File: src/rtl/bcd_entry_pkg.sv
// Shared constants and state type for the keypad BCD operand entry block.
// Imported by the interface, the converter and the top-level module.
package bcd_entry_pkg;

    localparam logic [3:0] KEY_MINUS = 4'd10;
    localparam logic [3:0] KEY_BKSP  = 4'd11;
    localparam logic [3:0] KEY_CLR   = 4'd12;
    localparam logic [3:0] KEY_ENTER = 4'd13;

    localparam logic [3:0] SIGN_POS = 4'd0;
    localparam logic [3:0] SIGN_NEG = 4'd10;

    localparam logic [1:0] MAX_DIGITS = 2'd3;

    typedef enum logic [1:0] {
        EMPTY,
        ENTRY,
        LOCKED
    } state_t;

endpackage

File: src/rtl/bcd_entry_if.sv
// Key-input and operand-output signals of bcd_entry bundled as one interface.
// The num_bin signal exists only when BCD_ENTRY_BIN_EN is defined.
interface bcd_entry_if;

    logic        key_valid;
    logic [3:0]  key_code;
    logic        key_ready;
    logic        out_valid;
    logic        out_ready;
    logic [3:0]  sign;
    logic [11:0] num;
    logic [1:0]  digit_cnt;
    logic        err;
`ifdef BCD_ENTRY_BIN_EN
    logic [9:0]  num_bin;
`endif

    // master is the entry block itself; slave is the keypad/consumer side
    modport master (
        input  key_valid, key_code, out_ready,
`ifdef BCD_ENTRY_BIN_EN
        output num_bin,
`endif
        output key_ready, out_valid, sign, num, digit_cnt, err
    );

    modport slave (
        output key_valid, key_code, out_ready,
`ifdef BCD_ENTRY_BIN_EN
        input  num_bin,
`endif
        input  key_ready, out_valid, sign, num, digit_cnt, err
    );

endinterface

File: src/rtl/bcd_entry_bcd3_to_bin.sv
// Combinational 3-digit BCD to 10-bit binary converter using shift-add only.
module bcd3_to_bin (
    input  logic [11:0] bcd,
    output logic [9:0]  bin
);

    logic [9:0] n1;
    logic [9:0] n2;
    logic [9:0] n3;

    assign n1 = {6'd0, bcd[11:8]};
    assign n2 = {6'd0, bcd[7:4]};
    assign n3 = {6'd0, bcd[3:0]};

    // x100 = x64 + x32 + x4, x10 = x8 + x2; max 999 fits 10 bits
    assign bin = (n1 << 6) + (n1 << 5) + (n1 << 2) + (n2 << 3) + (n2 << 1) + n3;

endmodule

File: src/rtl/bcd_entry.sv
// Keypad-side producer of signed 3-digit BCD operands with valid/ready output.
// Optional registered binary output num_bin enabled by defining BCD_ENTRY_BIN_EN.
module bcd_entry
    import bcd_entry_pkg::*;
(
    input  logic        clk,
    input  logic        rst_n,
    bcd_entry_if.master bus
);

    state_t      state_q, state_d;
    logic [3:0]  sign_q, sign_d;
    logic [11:0] num_q, num_d;
    logic [1:0]  digit_cnt_q, digit_cnt_d;
    logic        err_q, err_d;
    logic        key_accept;

    assign key_accept = bus.key_valid && (state_q != LOCKED);

    always_ff @(posedge clk) begin
        if (!rst_n) begin
            state_q     <= EMPTY;
            sign_q      <= SIGN_POS;
            num_q       <= 12'h000;
            digit_cnt_q <= 2'd0;
            err_q       <= 1'b0;
        end else begin
            state_q     <= state_d;
            sign_q      <= sign_d;
            num_q       <= num_d;
            digit_cnt_q <= digit_cnt_d;
            err_q       <= err_d;
        end
    end

    always_comb begin
        state_d     = state_q;
        sign_d      = sign_q;
        num_d       = num_q;
        digit_cnt_d = digit_cnt_q;
        err_d       = 1'b0;

        if (state_q == LOCKED) begin
            if (bus.out_ready) begin
                state_d     = EMPTY;
                sign_d      = SIGN_POS;
                num_d       = 12'h000;
                digit_cnt_d = 2'd0;
            end
        end else if (key_accept) begin
            if (bus.key_code <= 4'd9) begin
                if (digit_cnt_q < MAX_DIGITS) begin
                    num_d       = {num_q[7:0], bus.key_code};
                    digit_cnt_d = digit_cnt_q + 2'd1;
                    state_d     = ENTRY;
                end else begin
                    err_d = 1'b1;
                end
            end else begin
                case (bus.key_code)
                    KEY_MINUS: sign_d = (sign_q == SIGN_NEG) ? SIGN_POS : SIGN_NEG;
                    KEY_BKSP: begin
                        if (digit_cnt_q != 2'd0) begin
                            num_d       = {4'h0, num_q[11:4]};
                            digit_cnt_d = digit_cnt_q - 2'd1;
                            if (digit_cnt_q == 2'd1) begin
                                state_d = EMPTY;
                            end
                        end else begin
                            err_d = 1'b1;
                        end
                    end
                    KEY_CLR: begin
                        num_d       = 12'h000;
                        sign_d      = SIGN_POS;
                        digit_cnt_d = 2'd0;
                        state_d     = EMPTY;
                    end
                    KEY_ENTER: begin
                        state_d = LOCKED;
                        // a committed zero is always positive
                        if (num_q == 12'h000) begin
                            sign_d = SIGN_POS;
                        end
                    end
                    default: err_d = 1'b1;
                endcase
            end
        end
    end

    assign bus.key_ready = (state_q != LOCKED);
    assign bus.out_valid = (state_q == LOCKED);
    assign bus.sign      = sign_q;
    assign bus.num       = num_q;
    assign bus.digit_cnt = digit_cnt_q;
    assign bus.err       = err_q;

`ifdef BCD_ENTRY_BIN_EN
    logic [9:0] num_bin_q, num_bin_d;

    bcd3_to_bin u_bcd3_to_bin (
        .bcd (num_q),
        .bin (num_bin_d)
    );

    // ENTER never changes num, so this one-cycle lag is settled by the first out_valid cycle
    always_ff @(posedge clk) begin
        if (!rst_n) begin
            num_bin_q <= 10'd0;
        end else begin
            num_bin_q <= num_bin_d;
        end
    end

    assign bus.num_bin = num_bin_q;
`endif

endmodule

File: src/flat_wrapper.sv
// flat-port wrapper written by rule: the top's interface ports become plain ports
module bcd_entry_flat import bcd_entry_pkg::*;
  (clk, rst_n, bus_key_valid, bus_key_code, bus_out_ready, bus_key_ready, bus_out_valid, bus_sign, bus_num, bus_digit_cnt, bus_err);
  bcd_entry_if bus_i ();
  input  logic clk;
  input  logic rst_n;
  input wire logic [$bits(bus_i.key_valid)-1:0] bus_key_valid;
  input wire logic [$bits(bus_i.key_code)-1:0] bus_key_code;
  input wire logic [$bits(bus_i.out_ready)-1:0] bus_out_ready;
  output wire logic [$bits(bus_i.key_ready)-1:0] bus_key_ready;
  output wire logic [$bits(bus_i.out_valid)-1:0] bus_out_valid;
  output wire logic [$bits(bus_i.sign)-1:0] bus_sign;
  output wire logic [$bits(bus_i.num)-1:0] bus_num;
  output wire logic [$bits(bus_i.digit_cnt)-1:0] bus_digit_cnt;
  output wire logic [$bits(bus_i.err)-1:0] bus_err;
  assign bus_i.key_valid = bus_key_valid;
  assign bus_i.key_code = bus_key_code;
  assign bus_i.out_ready = bus_out_ready;
  assign bus_key_ready = bus_i.key_ready;
  assign bus_out_valid = bus_i.out_valid;
  assign bus_sign = bus_i.sign;
  assign bus_num = bus_i.num;
  assign bus_digit_cnt = bus_i.digit_cnt;
  assign bus_err = bus_i.err;
  bcd_entry u_core (.clk(clk), .rst_n(rst_n), .bus(bus_i));
endmodule
File: config.mk
export PLATFORM = sky130hd
export DESIGN_NAME = bcd_entry_flat
export DESIGN_NICKNAME = d
export VERILOG_FILES = /design/src/rtl/bcd_entry_pkg.sv /design/src/rtl/bcd_entry_if.sv /design/src/rtl/bcd_entry_bcd3_to_bin.sv /design/src/rtl/bcd_entry.sv /design/src/flat_wrapper.sv
export SDC_FILE = /design/constraint.sdc
export NUM_CORES = 1
export LEC_CHECK = 0
export BUFFER_PORTS_ARGS = -buffer_cell sky130_fd_sc_hd__buf_4
export CAP_MARGIN = 20
export CORE_AREA = 2 2 53 55
export DETAILED_ROUTE_END_ITERATION = 16
export DIE_AREA = 0 0 55 57
export PLACE_DENSITY = 0.71
export SYNTH_ARGS = -nofsm -noshare
export SYNTH_HDL_FRONTEND = slang
export SYNTH_SLANG_ARGS = --single-unit
File: constraint.sdc
create_clock -name clk -period 2.2 [get_ports clk]
set_clock_uncertainty 0.2 [all_clocks]
set_input_delay 0 -clock clk [delete_from_list [all_inputs] [get_ports clk]]
set_output_delay 0 -clock clk [all_outputs]
set_load 0.005 [all_outputs]
==> Word level (Yosys, flattened, before mapping) <==
Cells that the tools add are included.
{ "classes": {"eq_ne": 14, "n_reduce_logical": 12, "addsub": 2, "order_cmp": 2, "mux": 32, "bitwise": 2} }
{ "op_table": {"columns": ["op", "n"], "rows": [
  ["$mux W12", 6],
  ["$mux W2", 12],
  ["$mux W4", 6],
  ["$pmux W12 S2", 1],
  ["$eq A4 B4 Y1 const B", 5],
  ["$logic_not A12 Y1", 1],
  ["$pmux W4 S3", 1],
  ["$reduce_and A5 Y1", 2],
  ["$ne A4 B2 Y1 const B", 2],
  ["$reduce_bool A4 Y1", 2],
  ["$ne A2 B2 Y1 const B", 3],
  ["$pmux W2 S3", 1],
  ["$reduce_and A6 Y1", 1],
  ["$reduce_or A3 Y1", 2],
  ["$reduce_bool A5 Y1", 1],
  ["$le A4 B4 Y1 const B", 1],
  ["$pmux W2 S2", 1],
  ["$reduce_bool A2 Y1", 2],
  ["$mux W1", 3],
  ["$ne A3 B2 Y1 const B", 1],
  ["$ne A3 B3 Y1 const B", 1],
  ["$add A2 B1 Y2 const B", 1],
  ["$eq A2 B1 Y1 const B", 1],
  ["$eq A2 B2 Y1 const B", 1],
  ["5 further kinds", 6]
]} }
{ "word_totals": {"register_bits": 21, "in_bits": 8} }

==> Longest topological paths before layout <==
{ "logic_depth": {"depth_word": 7, "ltp_mapped": 8, "ltp_nobuf": 7} }

==> Least setup slack after synthesis <==
No wires, ideal clock.
{ "synth_timing": {"path_type": "flip-flop to flip-flop", "startpoint": "reg u_core.digit_cnt_q[0], in the netlist u_core.bus.digit_cnt[0]", "endpoint": "reg u_core.digit_cnt_q[0], in the netlist u_core.bus.digit_cnt[0]", "path_stages_with_launch": 8, "required_time_ns": 1.928, "slack_ns": 0.098, "period_less_slack_ns": 2.102, "arrival_time_ns": 1.830, "setup_ns": 0.072, "path_buffers": 1, "cell_sequence": "dfxtp_1 inv_1 ha_1 nor4bb_1 o21ai_0 a221oi_4 buf_6 mux2i_1"} }
{ "synth_via": {"elab_chain_cells": 6, "elab_cells_between_ends": 13, "cone_classes": "add/sub: 2; order compare: 1; eq/ne: 2; mux: 6; reduce/logical: 2"} }
{ "synth_rtl": {"columns": ["item", "line_no", "source"], "rows": [
  ["from (decl)", "bcd_entry.sv:14", "logic [1:0] digit_cnt_q, digit_cnt_d;"],
  ["from (signal assigned)", "bcd_entry.sv:31", "digit_cnt_q <= digit_cnt_d;"],
  ["$sub A2 B1 Y2", "bcd_entry.sv:65", "digit_cnt_d = digit_cnt_q - 2'd1;"],
  ["$mux W2", "bcd_entry.sv:63", "if (digit_cnt_q != 2'd0) begin"],
  ["$pmux W2 S2", "bcd_entry.sv:60", "case (bus.key_code)"],
  ["$mux W2", "bcd_entry.sv:51", "if (bus.key_code <= 4'd9) begin"],
  ["$mux W2", "bcd_entry.sv:50", "end else if (key_accept) begin"],
  ["$mux W2", "bcd_entry.sv:43", "if (state_q == LOCKED) begin"]
]} }
Parallel ways exist; a longest one is shown, timed or not. The select of a mux whose other input is x is not followed.
A chain may end at the register's enable or synchronous reset.

==> Worst setup path after layout <==
{ "layout_timing": {"startpoint": "in rst_n", "endpoint": "reg u_core.err_q, in the netlist u_core.bus.err"} }
{ "layout_via": {"elab_chain_cells": 2} }
{ "layout_rtl": {"columns": ["item", "line_no", "source"], "rows": [
  ["from (decl)", "flat_wrapper.sv:6", "input logic rst_n;"],
  ["$not A1 Y1 (no source line)", null, null],
  ["$reduce_or A3 Y1 (no source line)", null, null],
  ["to (signal assigned)", "bcd_entry.sv:32", "err_q <= err_d;"],
  ["to (decl)", "bcd_entry.sv:15", "logic err_q, err_d;"]
]} }
No other way between the ends.

==> flow_metrics.env <==
export IMPL_cp_common_cell="dlygate4sd3_1"
export IMPL_route_detailed_drc=0
export IMPL_place_area_mm2=0.00130
export IMPL_fin_nets=180
export IMPL_synth_seq_area_share=0.322
export IMPL_antenna_found_initial=0
export IMPL_synth_common_cells="nand2_1 (20), dfxtp_1 (18), o21ai_0 (11)"
export IMPL_die_x_um=55
export IMPL_synth_largest_area_cell="dfxtp_1"
export IMPL_synth_area_mm2=0.00112
export IMPL_drtAntennaViolNets=0
export IMPL_grt_use_met3=0.0314
export IMPL_end_kind="flop"
export IMPL_worstHoldPathType="primary input to flop"
export IMPL_ys_seq_elements=18
export IMPL_cts_sinks=18
export IMPL_tns_ns=0
export IMPL_arrival_ns=2.16
export IMPL_routed_wl_mm=2.87
export IMPL_final_util=0.573
export IMPL_finalHoldViolations=0
export IMPL_finalSetupViolations=0
export IMPL_place_gp_congestion=0.882
export IMPL_placement_rows=19
export IMPL_synth_edf_count=0
export IMPL_fp_dieH_um=57
export IMPL_period_needed_ns=2.12
export IMPL_p_leak_uw=0.000685
export IMPL_start_kind="primary input"
export IMPL_use_met1=0.243
export IMPL_synth_top_area_share=0.322
export IMPL_grt_usage=0.179
export IMPL_cts_tree="built"
export IMPL_cp_required_ns=2.24
export IMPL_drtIter0Drc=27
export IMPL_yosys_top_cells_area="dfxtp_1 (32%), nand2_1 (6.7%), o211a_1 (5.4%)"
export IMPL_maxCapViolations=0
export IMPL_numCtsBuffers=3
export IMPL_synth_distinct_cells=36
export IMPL_drt_first_pass_iters=4
export IMPL_first_global_vias=975
export IMPL_cp_max_fo=28
export IMPL_cts_htree_levels=1
export IMPL_top_usage_layer="met2"
export IMPL_io_buffers=26
export IMPL_overflow=0
export IMPL_synthCells=135
export IMPL_cp_num_buf_inv=4
export IMPL_synth_most_common_cell="nand2_1"
export IMPL_cts_clk_slew_worst_paths_ns=0.10
export IMPL_grtUsageMet2=0.298
export IMPL_start_util=0.428
export IMPL_syn_avg_cell_area_um2=8.29
export IMPL_yosysWarnings=0
export IMPL_cts_buffer_depth=2
export IMPL_cp_cell_sequence="dlygate4sd3_1 > buf_8 > nand3_1 > dlygate4sd3_1 > nor3_2 > dlygate4sd3_1"
export IMPL_final_area_mm2=0.00150
export IMPL_coreArea_mm2=0.00262
export IMPL_die_area_mm2=0.00314
export IMPL_root_buffer="clkbuf_4"
export IMPL_ir_worst_vdd_uv=364
export IMPL_cpMaxStageDelayCell="dlygate4sd3_1"
export IMPL_wl_per_cell_um=14.4
export IMPL_viasPerCell=5.77
export IMPL_fmax_ghz=0.472
export IMPL_async_flop_share=0
export IMPL_powerDensity_mw_per_mm2=528
export IMPL_vias=1149
export IMPL_fin_crit_sh=0.962
export IMPL_status="finished clean"
export IMPL_post_dp_hpwl_mm=1.86
export IMPL_critical_path_class="primary input to flop"
export IMPL_ys_flop_type="dfxtp_1"
export IMPL_maxSlewViolCount=0
export IMPL_grt_max_degree=29
export IMPL_grt_pass1_wl_mm=4.31
export IMPL_layout_drive_gt1_share=0.268
export IMPL_areaGrowthSynthToFinish_pct=34.0
export IMPL_path_delay_family="buffers and inverters"
export IMPL_clock_latency_ns=0.29
export IMPL_cp_slowest_stage_delay_ns=0.58
export IMPL_diodes=0
export IMPL_pin_count=29
==> flip-flops by register name, indices dropped and copies added (netlist names) <==
register	cells
u_core.bus.num	12
u_core.bus.digit_cnt	2
u_core.state_q	2
u_core.bus.err	1
u_core.bus.sign	1
==> per-stage QoR <==
step	std cells	hold WS (ns)	total power (uW)	setup WS, ns
after floorplan	136	-0.0605	494	0.0983
after global placement	183	0.0674	552	0.142
after detailed placement	183	0.0749	556	0.0864
after CTS	195	0.120	771	0.0555
after global routing	199	0.146	835	-0.0302
final	199	0.137	791	0.0828
==> final timing paths <==
| check | from | to | slack (ns) | cells after the start |
|---|---|---|---|---|
| min | bus_out_ready | u_core.bus.sign[1] | 0.14 | 5 |
| max reg2reg | u_core.state_q[0] | u_core.bus.err | 0.08 | 5 |
| max | rst_n | u_core.bus.err | 0.08 | 6 |
| min reg2reg | u_core.bus.digit_cnt[1] | u_core.bus.digit_cnt[1] | 0.29 | 2 |
==> timing repair <==
action | CTS | global route
hold buffers | 8 | 0
endpoints found under the hold margin | 18 | 0
gates resized for setup | 0 | 7
buffers inserted | 0 | 2
endpoints found under the setup margin | 0 | 15
==> worst reg2reg max path, delay by kind of cell, from the launching register on <==
kind / cells / cell delay, ns
buffers and inverters: 2 / 1.13
DFF: 1 / 0.34
and+or+nand+nor: 3 / 0.39
==> report_power, final <==
group / internal, uW / total, uW / switching, uW
sequential: 346 / 367 / 21.2
combinational: 117 / 220 / 103
clock: 101 / 204 / 103
==> layer usage <==
layer	wire, um	up-vias
met2	1390	46
li1	-	550
met5	0	-
met4	0	0
met1	1330	553
met3	157	0
==> kinds of logic after synthesis <==
logic type,share of synthesized area
AO/OA/AOI/OAI,0.264
flip-flops,0.322
other,0.00335
AND/OR/NAND/NOR,0.240
buffers and inverters,0.110
adder cells (fa/ha/maj),0.0336
multiplexers,0.0268
==> final cells by class <==
type                    instances  area, um^2
fillers                       246        1120
inverters                       6        22.5
flip-flops and latches         18         363
clock buffers                   4        36.3
repair buffers                 42         394
multi-input cells              98         644
well taps                      31        38.8
==> cells in the final DEF, fill, tap and decap left out, types with 4 or more instances in the layout <==
master,instances
dfxtp_1,16
nand2_1,20
buf_4,29
o21ai_0,10
nor3_1,4
nand4_1,5
o211a_1,6
inv_1,6
dlygate4sd3_1,8
a21oi_1,7
a22oi_1,6
nand3_1,4
Note: power is estimated with default switching activity, not from simulation.
